## config.mk

```make
export PLATFORM = sky130hd
export DESIGN_NAME = edge_list_loader
export DESIGN_NICKNAME = d
export VERILOG_FILES = /design/src/rtl/cgra_route_pkg.sv /design/src/rtl/edge_table_ram.sv /design/src/rtl/edge_list_loader.sv
export SDC_FILE = /design/constraint.sdc
export NUM_CORES = 1
export LEC_CHECK = 0
export ABC_AREA = 1
export ABC_CLOCK_PERIOD_IN_PS = 2600
export BUFFER_PORTS_ARGS = -buffer_cell sky130_fd_sc_hd__buf_2
export CAP_MARGIN = 0
export CORE_UTILIZATION = 30
export DETAILED_ROUTE_END_ITERATION = 10
export PLACE_DENSITY = 0.48
export SLEW_MARGIN = 30
export SYNTH_ARGS = -nofsm -noshare
export SYNTH_HDL_FRONTEND = slang
export SYNTH_HIERARCHICAL = 1
export SYNTH_SLANG_ARGS = --single-unit
```

## constraint.sdc

```tcl
create_clock -name clk -period 2.6 [get_ports clk]
set_clock_uncertainty 0.05 [all_clocks]
set_input_delay 0.52 -clock clk [delete_from_list [all_inputs] [get_ports clk]]
set_output_delay 0.52 -clock clk [all_outputs]
set_load 0.05 [all_outputs]
```

## src/rtl/cgra_route_pkg.sv

```systemverilog
// Shared definitions for the CGRA edge loader and router.
// Holds the grid sizing, the packed edge format {src, dst}, the loader
// state encoding and the router orientation codes.
package cgra_route_pkg;

    localparam int GRID_SIZE = 4;
    localparam int NUM_PE    = GRID_SIZE * GRID_SIZE;
    localparam int MAX_EDGES = 11;
    localparam int PE_W      = 4;
    localparam int CNT_W     = 4;

    // Table depth as a count-width constant so address compares stay 4 bits wide.
    localparam logic [CNT_W-1:0] MAX_EDGES_C = CNT_W'(MAX_EDGES);

    // Router format: bits [7:4] = src, bits [3:0] = dst.
    typedef struct packed {
        logic [3:0] src;
        logic [3:0] dst;
    } edge_t;

    typedef enum logic [2:0] {
        IDLE,
        CLEAR,
        LOAD,
        SCAN,
        COMMIT,
        DONE
    } load_state_t;

    localparam logic [1:0] DIR_RIGHT = 2'd3;
    localparam logic [1:0] DIR_LEFT  = 2'd2;
    localparam logic [1:0] DIR_TOP   = 2'd1;
    localparam logic [1:0] DIR_BOT   = 2'd0;

    function automatic logic [3:0] sat_inc4(input logic [3:0] v);
        return (v == 4'hF) ? v : v + 4'd1;
    endfunction

endpackage

```

## src/rtl/edge_table_ram.sv

```systemverilog
// MAX_EDGES x 8 edge table.
//   clk, reset          : clock, synchronous active-high reset (read register only)
//   wr_en/wr_addr/wr_data : single synchronous write port (CLEAR and COMMIT)
//   cmp_addr -> cmp_data  : combinational read used for duplicate scanning
//   rd_addr  -> rd_data   : registered router read, 1-cycle latency, 0 when out of range
module edge_table_ram
    import cgra_route_pkg::*;
(
    input  logic       clk,
    input  logic       reset,
    input  logic       wr_en,
    input  logic [3:0] wr_addr,
    input  edge_t      wr_data,
    input  logic [3:0] cmp_addr,
    output edge_t      cmp_data,
    input  logic [3:0] rd_addr,
    output edge_t      rd_data
);

    edge_t mem [MAX_EDGES];

    always_ff @(posedge clk) begin
        if (wr_en && (wr_addr < MAX_EDGES_C)) begin
            mem[wr_addr] <= wr_data;
        end
    end

    assign cmp_data = (cmp_addr < MAX_EDGES_C) ? mem[cmp_addr] : '0;

    always_ff @(posedge clk) begin
        if (reset) begin
            rd_data <= '0;
        end else begin
            rd_data <= (rd_addr < MAX_EDGES_C) ? mem[rd_addr] : '0;
        end
    end

endmodule

```

## src/rtl/edge_list_loader.sv

```systemverilog
// Streams DFG edges into the router's edge table, rejecting self-loops,
// duplicates and overflow, and builds the PE-usage map.
//   clk, reset                       : clock, synchronous active-high reset
//   start                            : pulse, clear tables and (re)start a load
//   in_valid/in_ready/in_src/in_dst/in_last : edge stream handshake
//   rd_addr -> rd_edge               : registered table read for the router
//   edge_count, pe_used, load_done   : load results
//   err_selfloop, err_overflow, dup_count : sticky error status
//
// state  | meaning
// IDLE   | waiting for start
// CLEAR  | zeroing one table entry per cycle
// LOAD   | accepting edge words (in_ready high)
// SCAN   | comparing captured edge against stored edges, one per cycle
// COMMIT | writing captured edge into the table
// DONE   | table valid, load_done held
module edge_list_loader
    import cgra_route_pkg::*;
(
    input  logic              clk,
    input  logic              reset,
    input  logic              start,
    input  logic              in_valid,
    output logic              in_ready,
    input  logic [PE_W-1:0]   in_src,
    input  logic [PE_W-1:0]   in_dst,
    input  logic              in_last,
    input  logic [3:0]        rd_addr,
    output logic [7:0]        rd_edge,
    output logic [CNT_W-1:0]  edge_count,
    output logic [NUM_PE-1:0] pe_used,
    output logic              load_done,
    output logic              err_selfloop,
    output logic              err_overflow,
    output logic [3:0]        dup_count
);

    load_state_t      state;
    logic [3:0]       clr_idx;
    logic [3:0]       scan_idx;
    edge_t            cap;
    logic             cap_last;

    logic             wr_en;
    logic [3:0]       wr_addr;
    edge_t            wr_data;
    edge_t            cmp_data;
    edge_t            rd_word;

    // CLEAR and COMMIT share the single write port; they are never active together.
    assign wr_en   = (state == CLEAR) || (state == COMMIT);
    assign wr_addr = (state == CLEAR) ? clr_idx : edge_count;
    assign wr_data = (state == CLEAR) ? edge_t'('0) : cap;

    assign in_ready = (state == LOAD);
    assign rd_edge  = rd_word;

    edge_table_ram u_table (
        .clk      (clk),
        .reset    (reset),
        .wr_en    (wr_en),
        .wr_addr  (wr_addr),
        .wr_data  (wr_data),
        .cmp_addr (scan_idx),
        .cmp_data (cmp_data),
        .rd_addr  (rd_addr),
        .rd_data  (rd_word)
    );

    always_ff @(posedge clk) begin
        if (reset) begin
            state        <= IDLE;
            clr_idx      <= '0;
            scan_idx     <= '0;
            cap          <= '0;
            cap_last     <= 1'b0;
            edge_count   <= '0;
            pe_used      <= '0;
            load_done    <= 1'b0;
            err_selfloop <= 1'b0;
            err_overflow <= 1'b0;
            dup_count    <= '0;
        end else if (start) begin
            // Start wins in every state: a pending captured edge is simply abandoned.
            state        <= CLEAR;
            clr_idx      <= '0;
            edge_count   <= '0;
            pe_used      <= '0;
            load_done    <= 1'b0;
            err_selfloop <= 1'b0;
            err_overflow <= 1'b0;
            dup_count    <= '0;
        end else begin
            case (state)
                IDLE: ;
                CLEAR: begin
                    if (clr_idx == MAX_EDGES_C - 4'd1) begin
                        state <= LOAD;
                    end else begin
                        clr_idx <= clr_idx + 4'd1;
                    end
                end
                LOAD: begin
                    if (in_valid) begin
                        cap      <= '{src: in_src, dst: in_dst};
                        cap_last <= in_last;
                        if (in_src == in_dst) begin
                            err_selfloop <= 1'b1;
                            state        <= in_last ? DONE : LOAD;
                            load_done    <= in_last;
                        end else if (edge_count == MAX_EDGES_C) begin
                            err_overflow <= 1'b1;
                            state        <= in_last ? DONE : LOAD;
                            load_done    <= in_last;
                        end else if (edge_count == '0) begin
                            state <= COMMIT;
                        end else begin
                            scan_idx <= '0;
                            state    <= SCAN;
                        end
                    end
                end
                SCAN: begin
                    if (cmp_data == cap) begin
                        dup_count <= sat_inc4(dup_count);
                        state     <= cap_last ? DONE : LOAD;
                        load_done <= cap_last;
                    end else if (scan_idx == edge_count - 4'd1) begin
                        state <= COMMIT;
                    end else begin
                        scan_idx <= scan_idx + 4'd1;
                    end
                end
                COMMIT: begin
                    edge_count       <= edge_count + 4'd1;
                    pe_used[cap.src] <= 1'b1;
                    pe_used[cap.dst] <= 1'b1;
                    state            <= cap_last ? DONE : LOAD;
                    load_done        <= cap_last;
                end
                DONE: load_done <= 1'b1;
                default: state <= IDLE;
            endcase
        end
    end

endmodule

```

## After elaboration in Yosys (flattened, before gate mapping)

Memory sizes are Yosys's and may differ from the RTL's. A register that Yosys moved wholly into a read port is not among the register bits.
Index checks and enable logic that the tools add are counted.

| cells by class | value |
|---|---|
| $add $sub $neg | 5 |
| magnitude comparators | 7 |
| eq/ne operators | 25 |
| mux-type cells | 34 |
| bitwise gates (word level) | 8 |
| reductions and logical operators | 20 |

Operator list:

| operator | number |
|---|---|
| 2-to-1 mux 4 bit | 9 |
| OR 16 bit | 2 |
| 2-to-1 mux 3 bit | 9 |
| adder 4 x 1 -> 4 bit (second input constant) | 4 |
| 2-to-1 mux 8 bit | 2 |
| AND reduction 4 bit | 4 |
| case mux 3 bit (5 select lines) | 1 |
| != test 2 bit (second input constant) | 7 |
| equality test 4 bit (second input constant) | 3 |
| less-than comparator 4 bit (second input constant) | 3 |
| less-than comparator 4 x 5 -> 1 bit (second input constant) | 2 |
| 2-to-1 mux 1 bit | 9 |
| AND reduction 3 bit | 3 |
| demux 1 bit (select 4 bit) | 2 |
| equality test 4 bit | 2 |
| equality test 8 bit | 1 |
| greater-or-equal comparator 4 x 1 -> 1 bit (second input constant) | 2 |
| case mux 4 bit (2 select lines) | 1 |
| AND reduction 8 bit | 1 |
| equality test 3 x 2 -> 1 bit (second input constant) | 2 |
| equality test 3 bit (second input constant) | 2 |
| != test 3 bit (second input constant) | 2 |
| inverter 1 bit | 6 |
| OR reduction 2 bit | 3 |
| 14 further kinds | 17 |

| storage, ports and cells | value |
|---|---|
| register bits after elaboration | 47 |
| memory bits (writable) | 88 |
| logic and storage cells | 113 |
| memories | 1 |

Memories:

| name | depth | bits a word | read ports | clocked after Yosys merged registers in | wr ports | line | RTL |
|---|---|---|---|---|---|---|---|
| u_table.mem | 11 | 8 | 2 | 2 | 1 | edge_table_ram.sv:20 | `edge_t mem [MAX_EDGES];` |

## Logic depth before layout (Yosys ltp)

Gate-level depths: netlist (run 1).

| depth | value |
|---|---|
| depth in word-level cells | 8 |
| mapped depth | 22 |
| depth with buffers taken out | 21 |

## Cells and area by module

Netlist (run 1), hierarchy kept.

By module, submodules not included:

| module | instances | cells an instance | area an instance (µm²) | sequential area each (µm²) |
|---|---|---|---|---|
| edge_table_ram | 1 | 554 | 5007.3 | 2802.7 |
| edge_list_loader | 1 | 451 | 2834.0 | 940.9 |

## Worst setup path before layout (run 1)

No wires, ideal clock.

| path | value |
|---|---|
| kind | register to register |
| from | reg state[2] |
| to | mem u_table/mem[1][0] (netlist bit) (enable) |
| library setup time | 0.370 ns |
| data arrival time | 1.954 ns |
| required time | 2.180 ns |
| path slack | 0.226 ns |
| cell stages (with the launch flop) | 11 |
| clock period less this slack | 2.374 ns |
| cell sequence | dfxtp_1 inv_1 nand3_1 clkbuf_1 buf_2 a21oi_1 nand2_1 nand2_1 a21oi_1 nand3_1 nor2_1 |

| between the ends | value |
|---|---|
| cells in the longest elaborated chain, start to end | 6 |
| elaborated cells between the ends (all ways) | 8 |

RTL lines:

| element | line | RTL |
|---|---|---|
| start, declared | edge_list_loader.sv:38 | `load_state_t state;` |
| start signal, assigned | edge_list_loader.sv:109 | `state <= in_last ? DONE : LOAD;` |
| start signal, assigned | edge_list_loader.sv:113 | `state <= in_last ? DONE : LOAD;` |
| start signal, assigned | edge_list_loader.sv:126 | `state <= cap_last ? DONE : LOAD;` |
| equality test 3 x 1 -> 1 bit (*) | edge_list_loader.sv:52 | `assign wr_addr = (state == CLEAR) ? clr_idx : edge_count;` |
| 2-to-1 mux 4 bit (*) | edge_list_loader.sv:52 |  |
| named net wr_addr[1] | edge_list_loader.sv:45 | `logic [3:0] wr_addr;` |
| less-than comparator 4 bit | edge_table_ram.sv:23 | `if (wr_en && (wr_addr < MAX_EDGES_C)) begin` |
| logical AND 1 bit | edge_table_ram.sv:23 |  |
| 2-to-1 mux 1 bit | edge_table_ram.sv:23 |  |
| 2-to-1 mux 1 bit (implied by the code) | edge_table_ram.sv:24 | `mem[wr_addr] <= wr_data;` |
| end, declared | edge_table_ram.sv:20 |  |

Mark *: on every way through the listed nets, which the timed path passes. The rest lies on a longest branch.

==> out/results.ini, run 1 <==
[timing]
rsz0062_at_grt = true
hold_viol = 0
fin_setup_tns_ns = 0
worstMarginPinSlew_ns = 0.608
max_freq_ghz = 0.414
period_minus_slack_ns = 2.41
period_share_pct = 92.8
slew_violations = 0
max-slew-margin-rel_pct = 59.4
setup_violations = 0

[synthesis]
syn_nets = 1029
syn_area_per_cell_sq_um = 7.80
yosys-top-cells-area = edfxtp_1, dfxtp_1, nand2_1
synth_async_sr_flop_share_pct = 0
synth_common_cells = nand2_1, inv_1, nor2_1
synth_warnings = 6
ys_ff_latch = 143
synth_ff_type = edfxtp_1
postSynthCellCount = 1005
synth.most_common_cell = nand2_1
yosysTopAreaCell = edfxtp_1
ys_seq_area_share_pct = 47.7
synth_cell_types = 40
synth_edf_count = 88
synth_top_area_share_pct = 33.7
netlist_area_sq_mm = 0.00784

[pwr]
cellPowerDensity_mw_per_mm2 = 550
p_clk_share_pct = 44.8
sw_frac_of_total_pct = 24.9
leakage_nw = 3.98
peakVddDrop_mv = 0.362
fin_total_pwr_mw = 5.04
power_frac_seq_pct = 48.0
power.switching_mw = 1.26
internal_power_mw = 3.78
combinationalPowerShare_pct = 7.2

[detailed_routing]
viasPerCell = 4.78
ant_nets = 0
vias = 6789
routedWlPerCell_um = 16.7
first_iter_violations = 540
first_pass_iters = 4
wirelength_mm = 23.7
drc_errors = 0

[global_route]
grt_pass1_wl_mm = 37.1
antenna_found_initial = 0
grt_max_degree = 32
grt_overflow = 0
grtUsageTotal_pct = 18.5
grt_pass1_vias = 6477

[cts]
root_buffer = clkbuf_16
cts_buffers = 17
clk_path_buf_depth = 2
cts.sinks = 143
tritoncts = built
path_clk_slew_ns = 0.06
cts_max_level = 4
clk_latency_ns = 0.43
hold_buffers = 0

[critical_path]
cp-start-kind = register
end_kind = register
required_ns = 2.86
cp_max_fo = 13
arrival_ns = 2.67
crit_type = register to register

[floorplanning]
fp.dieH_um = 164
rows = 58
ios = 53
initial_core_util_pct = 30.9
die_w_um = 164
core_area_sq_mm = 0.0254
die-area_sq_mm = 0.0268

[cells_and_area]
n_antenna_cell = 0
nFillCells = 2743
fin_nets = 1101
area_delta_synth_final_pct = 16.8
multiInputGateArea_sq_mm = 0.00328
regArea_sq_mm = 0.00375
drive_above_1_share_pct = 16.1

[placed_design]
place.gp.congestion = 0.856
dp_hpwl_mm = 16.5
io_buffers = 52

[run]
cap_violations = 0

[status]
outcome = finished clean

[hold_path]
hold_class = primary input to register

## critical path, stage by stage, from the launching register on
cell	delay [ns]
dfxtp_4	0.37
buf_12	0.14
inv_4	0.09
buf_12	0.14
nand2_1	0.05
nand3_1	0.07
nand3_1	0.13
nand3_2	0.12
nand2_1	0.07
inv_1	0.10
inv_1	0.04
nand2_1	0.05
nand2_1	0.07
nor2_1	0.13
nand2_2	0.08
nor2_4	0.16
nand2_1	0.10
nand2_2	0.11
nor2_4	0.06
o21ai_1	0.11
nor2_1	0.05
## sequential cells by signal, summed over array words and instances (netlist names), 3 cells and up
signal,cells
clr_idx,4
scan_idx,4
dup_count,4
state,3
u_table/rd_data,8
edge_count,4
u_table/mem,88
pe_used,16
cap,8
## stage by stage
step	hold slack, ns	worst slack (ns)	cell area (sq um)	instances	utilization (%)
after global routing	0.330	-0.0416	9160	1420	36.1
after detailed placement	0.387	0.0623	8490	1384	33.4
after global placement	0.387	0.0822	8490	1384	33.4
after floorplan	0.416	0.226	7840	1005	-
after CTS	0.298	0.0502	9020	1416	35.5
final	0.314	0.186	9160	1420	36.1
## placed cells by master, fill, tap and decap left out, types with 2 or more instances in the layout
master,n
clkinv_2,4
nor2_4,4
a21oi_2,2
nand3_2,12
a31oi_1,2
clkbuf_16,20
inv_4,6
inv_1,127
buf_4,35
buf_2,52
nor2_2,5
clkbuf_1,4
dfxtp_1,53
o22ai_1,6
xor2_1,6
nor3_1,8
o21a_1,2
o21ai_0,38
xnor2_1,5
ha_1,7
a21oi_1,75
o211ai_1,17
buf_12,3
o2111ai_1,2
edfxtp_1,88
nor2_1,120
inv_2,14
nand3_1,87
o21bai_1,7
nand2_1,253
nand2_2,5
o21ai_1,5
## routing by layer
metal  part of all wire [%]  wire [um]  track usage (%)
met1                     50      11900             27.1
met2                     44      10400             27.6
met3                    5.1       1200             3.02
met4                    1.0        238             5.35
met5                      0          0                0
## cell type report
cell class,instances,share of cell area [%]
repair buffers,93,7.03
inverters,144,6.01
flip-flops and latches,143,40.9
multi-input cells,678,35.8
clock inverters,10,0.669
well taps,330,4.51
clock buffers,22,5.08
## logic make-up after synthesis
logic type	count (synthesis)	synth area share (%)
xor gates and xnor gates	11	1.23
adders and majority gates	7	1.12
AOI/OAI and AO/OA	161	11.8
and+or+nand+nor	499	27.0
buffers and inverters	184	11.1
DFF	143	47.7
## worst paths after layout
path                       startpoint                       end  slack, ns  depth (start not counted)
min                         in_src[3]       cap[7]$_SDFFE_PP0P_       0.31                          3
min reg2reg  pe_used[15]$_SDFFE_PP0N_  pe_used[15]$_SDFFE_PP0N_       0.40                          2
max          scan_idx[0]$_SDFFE_PP0P_  scan_idx[1]$_SDFFE_PP0P_       0.19                         20
max reg2reg  scan_idx[0]$_SDFFE_PP0P_  scan_idx[1]$_SDFFE_PP0P_       0.19                         20
## repair_timing
action,CTS,global route
gates resized for setup,0,20
setup buffers,0,2
setup endpoints to repair,0,22
hold endpoints to repair,0,0
## power by group through the flow
stage | registers [mW] | logic [mW] | clock network, mW
CTS | 2.42 | 0.360 | 2.29
detailed placement | 2.47 | 0.358 | 0
global placement | 2.47 | 0.359 | 0
floorplan | 2.49 | 0.230 | 0
finish | 2.42 | 0.363 | 2.26
global route | 2.42 | 0.405 | 2.38
(Power assumes the default switching activity.)
==> run 2, diff against run 1 <==
Settings changed: MAX_ROUTING_LAYER set to met4.
==> run 2 against run 1 <==
Compared with the run above: wire length fell by 4.4%; utilization barely moved; critical path depth fell by 2; clock power rose by 15%; sequential power barely moved; critical endpoint unchanged; cell area barely moved; register-to-register slack improved by 0.04 ns; via count fell by 1.4%; combinational power fell by 2%; highest routed layer unchanged; largest cell class unchanged.
==> out/results.ini, run 2 (synthesis results as in run 1) <==
[status]
outcome = finished clean

[placed_design]
dp_hpwl_mm = 16.1
io_buffers = 52
place_inst = 1386
place.gp.congestion = 0.909
place_ws_ns = 0.0923

[cts]
postCtsSetupBuffers = 0
cts_buffers = 17
cts.sinks = 143
cts_max_level = 4
clk_path_buf_depth = 2
tritoncts = built
clk_latency_ns = 0.43
path_clk_slew_ns = 0.06
root_buffer = clkbuf_16

[cells_and_area]
largest_reg_flops = 88
final_cell_mix = nand2_1, inv_1, nor2_1
mostFrequentLayoutCell = nand2_1
final_cells = 1419
drive_above_1_share_pct = 14.8
top_register = u_table/mem
n_antenna_cell = 0
multiInputGateArea_sq_mm = 0.00322
regArea_sq_mm = 0.00375
top_regs = u_table/mem (88), pe_used (16)
nFillCells = 2679
area_delta_synth_final_pct = 16.9
fin_nets = 1100

[critical_path]
required_ns = 2.85
cp_max_fo = 26
end_kind = register
reg2reg_depth = 18
crit_type = register to register
arrival_ns = 2.63
cp-start-kind = register

[floorplanning]
ios = 53
initial_core_util_pct = 30.9
die_w_um = 164
die-area_sq_mm = 0.0268
rows = 58
core_area_sq_mm = 0.0254
fp.dieH_um = 164

[timing]
fin_setup_tns_ns = 0
period_minus_slack_ns = 2.38
period_share_pct = 91.5
max_freq_ghz = 0.420
worstMarginPinSlew_ns = 0.534
setup_violations = 0
slew_violations = 0
max-slew-margin-rel_pct = 64.4
hold_ws_ns = 0.320
setup_slack_ns = 0.221
hold_viol = 0
rsz0062_at_grt = false

[detailed_routing]
top_layer = met4
routedWlPerCell_um = 16.0
ant_nets = 0
vias = 6695
dr_wl_met3_mm = 1.16
wirelength_mm = 22.6
wl_met2_mm = 10.2
first_pass_iters = 5
first_iter_violations = 575
wl_met1_mm = 11.2
drc_errors = 0
viasPerCell = 4.72

[global_route]
grt_max_degree = 33
grtUsageTotal_pct = 18.3
grt_pass1_wl_mm = 35.6
grt_overflow = 0
grt_pass1_vias = 6311
antenna_found_initial = 0

[pwr]
peakVddDrop_mv = 0.326
leakage_nw = 3.98
cellPowerDensity_mw_per_mm2 = 586

[hold_path]
hold_class = primary input to register
whs_path_depth = 3

[run]
cap_violations = 0

## run 2: cell types whose count changed in the layout (fill, tap and decap cells not counted), sizes merged
cell      delta
bufinv       +4
clkbuf       -1
clkinvlp     -1
inv          -3
## run 2: timing repair
action                                 CTS  global route
endpoints found under the hold margin    0             0
gates resized for setup                  0             3
setup endpoints to repair                0            12
hold buffers                             0             0
## run 2: cell type report
class,count,area share [%]
Clock buffer,22,5.07
Sequential cell,143,40.9
Timing Repair Buffer,92,6.58
Clock inverter,10,1.73
Multi-Input combinational cell,678,35.2
Inverter,144,6.01
Tap cell,330,4.51
## run 2: metrics by stage
step	power, mW	utilization (%)	instance area (sq um)
detailed placement	2.82	33.5	8510
finish	5.37	36.1	9160
global placement	2.83	33.5	8510
floorplan	2.72	-	7840
CTS	5.42	36.0	9130
global route	5.55	36.1	9160
## run 2: worst paths after layout
| path | from | end | slack [ns] |
|---|---|---|---|
| worst max-delay path | scan_idx[0]$_SDFFE_PP0P_ | scan_idx[1]$_SDFFE_PP0P_ | 0.22 |
| worst min-delay path | in_src[1] | cap[5]$_SDFFE_PP0P_ | 0.32 |
| worst max register to register | scan_idx[0]$_SDFFE_PP0P_ | scan_idx[1]$_SDFFE_PP0P_ | 0.22 |
| worst min register to register | load_done$_SDFFE_PP0P_ | load_done$_SDFFE_PP0P_ | 0.40 |
## run 2: power by group
part	internal (mW)	switching [mW]
clock	1.65	0.938
combinational	0.106	0.251
sequential	2.41	0.0112
## run 2: worst max-delay path, cell delays in order, from the launching register on
cell	delay, ns
dfxtp_4	0.43
inv_4	0.05
buf_12	0.16
o211ai_1	0.22
nand3_1	0.11
nand3_1	0.15
nand2_1	0.14
inv_1	0.08
nand2_1	0.04
nand2_1	0.07
nor2_1	0.05
nand2_2	0.08
nor2_4	0.05
nand2_1	0.08
nand2_2	0.08
nor2_2	0.20
nand2_1	0.07
o21ai_1	0.08
nor2_1	0.05
## run 2: routing by layer
layer | global-route usage [%] | up-vias
met5 | - | -
met4 | 3.79 | 0
met3 | 3.22 | 8
met2 | 27.0 | 174
met1 | 25.9 | 3109
li1 | - | 3404
==> run 3, diff against run 2 <==
Settings changed: ABC_CLOCK_PERIOD_IN_PS 2600 to 1930, PLACE_DENSITY 0.48 to 0.5.
Clock period 2.6 ns to 1.93 ns, I/O delays scaled along.
==> run 3 against run 2 <==
Compared with the run above: the run now ends with negative setup slack left; setup slack worse by 0.61 ns; cell area is 16% higher; maximum frequency is 2.8% higher; via count is 6.1% higher; clock power is 46% higher; die area stayed put; utilization is 5.8 points higher; count of clock-buffer cells in the layout is 3 lower; first-iteration DRC count is 7.3% higher; sequential cell count stayed put; critical path type unchanged; critical endpoint is now state[0]$_SDFFE_PP0P_.
==> out/results.ini, run 3 (synthesis results as in run 1) <==
[critical_path]
reg2reg_depth = 21
timing.rr.end = state[0]$_SDFFE_PP0P_
required_ns = 2.23
crit_type = register to register
r2r_start = scan_idx[0]$_SDFFE_PP0P_
arrival_ns = 2.61
ff2ff_setup_slack_ns = -0.38
end_kind = register
cp-start-kind = register
cp_max_fo = 7

[hold_path]
hold_class = primary input to register
whs_path_depth = 3
min-delay-start = in_dst[1]
hold_end = cap[1]$_SDFFE_PP0P_

[global_route]
grt_pass1_wl_mm = 37.8
grt_pass1_vias = 6971
grt_overflow = 0
antenna_found_initial = 0
grtUsageTotal_pct = 19.0
grt_max_degree = 32

[timing]
worstMarginPinSlew_ns = 0.565
rsz0062_at_grt = true
hold_viol = 0
max-slew-margin-rel_pct = 62.3
max_freq_ghz = 0.432
setup_violations = 12
period_minus_slack_ns = 2.31
period_share_pct = 120
setup_slack_ns = -0.384
slew_violations = 0
fin_setup_tns_ns = -3.62

[cts]
cts_buffers = 17
path_clk_slew_ns = 0.06
hold_buffers = 0
root_buffer = clkbuf_16
cts.sinks = 143
tritoncts = built
clk_path_buf_depth = 2
cts_max_level = 4
clk_latency_ns = 0.42

[detailed_routing]
viasPerCell = 4.68
drc_errors = 0
wl_met1_mm = 11.6
wl_met2_mm = 10.9
wirelength_mm = 24.1
first_pass_iters = 5
routedWlPerCell_um = 15.9
top_layer = met4
vias = 7103
ant_nets = 0
first_iter_violations = 617
dr_wl_met3_mm = 1.22

[cells_and_area]
top_regs = u_table/mem (88), pe_used (16)
largest_reg_flops = 88
n_antenna_cell = 0
top_register = u_table/mem
drive_above_1_share_pct = 30.3
final_area_sq_mm = 0.0106
final_cell_mix = nand2_1, inv_1, buf_4
fin_nets = 1199
mostFrequentLayoutCell = nand2_1
final_cells = 1518
area_delta_synth_final_pct = 35.7

[placed_design]
place_inst = 1472
dp_hpwl_mm = 17.3
place.gp.congestion = 0.899
place_area_sq_mm = 0.00944
place_ws_ns = -0.393
io_buffers = 52

[floorplanning]
core_area_sq_mm = 0.0254
fp.dieH_um = 164
initial_core_util_pct = 30.9
die_w_um = 164
die-area_sq_mm = 0.0268
ios = 53
rows = 58

[pwr]
fin_total_pwr_mw = 7.60
peakVddDrop_mv = 0.577
leakage_nw = 4.65
cellPowerDensity_mw_per_mm2 = 715

[status]
outcome = finished, violations left
violations = negative setup slack

[run]
cap_violations = 0

## run 3: cell types whose count changed in the layout (fill, tap and decap cells not counted), moves of 15 or more
cell,change
nand3_1,-22
nand2_1,-20
nor2_4,+15
buf_4,+75
nand3_2,+19
nand2_2,+15
nor2_1,-15
## run 3: metal layers
metal	GRT usage (%)	vias to the layer above
li1	-	3614
met1	25.9	3275
met2	28.5	184
met3	3.40	30
met4	5.98	0
met5	-	-
## run 3: worst max-delay path: stages, from the launching register on
cell       delay [ns]
dfxtp_4          0.44
buf_6            0.13
clkbuf_16        0.13
nor2_4           0.03
a21oi_2          0.15
nand3_2          0.13
nand3_2          0.09
nand2_2          0.05
inv_2            0.06
inv_2            0.03
nand2_1          0.04
nand2_1          0.06
nor2_1           0.11
nand2_2          0.08
nor2_4           0.15
buf_6            0.14
nand3_1          0.06
nand2_1          0.06
nor2_1           0.04
nor2_1           0.08
nor2_1           0.05
nor2_1           0.07
## run 3: power breakdown
part	switching, mW	internal [mW]
clock network	1.33	2.44
logic	0.376	0.201
registers	0.0164	3.24
total	1.73	5.88
## run 3: cell type report
cell class                      count  area [sq um]
Tap cell                          330           413
Clock inverter                     13           235
Inverter                          144           564
Timing Repair Buffer              190          1550
Multi-Input combinational cell    678          3680
Clock buffer                       19           433
Fill cell                        2611         14800
Timing Repair inverter              1          11.3
Sequential cell                   143          3760
## run 3: worst max path at each step
| stage | to | slack [ns] | from |
|---|---|---|---|
| after CTS | dup_count[0]$_SDFFE_PP0P_ | -0.31 | scan_idx[0]$_SDFFE_PP0P_ |
| after detailed placement | dup_count[0]$_SDFFE_PP0P_ | -0.39 | scan_idx[0]$_SDFFE_PP0P_ |
| after floorplan | scan_idx[1]$_SDFFE_PP0P_ | -0.05 | scan_idx[0]$_SDFFE_PP0P_ |
| final | state[0]$_SDFFE_PP0P_ | -0.38 | scan_idx[0]$_SDFFE_PP0P_ |
| after global placement | dup_count[0]$_SDFFE_PP0P_ | -0.40 | scan_idx[0]$_SDFFE_PP0P_ |
| after global routing | state[0]$_SDFFE_PP0P_ | -0.53 | scan_idx[0]$_SDFFE_PP0P_ |
## run 3: repair_timing
action | in CTS | in global routing
pin swaps | 11 | 31
resized for setup | 40 | 72
endpoints found under the setup margin | 85 | 86
buffers inserted | 4 | 8
gates cloned | 0 | 2
## run 3: stage by stage
step,hold slack [ns],util (%)
2_1_floorplan,0.395,-
3_3_place_gp,0.386,37.1
3_5_place_dp,0.380,37.1
4_1_cts,0.173,40.5
5_1_grt,0.205,41.9
6_report,0.188,41.9
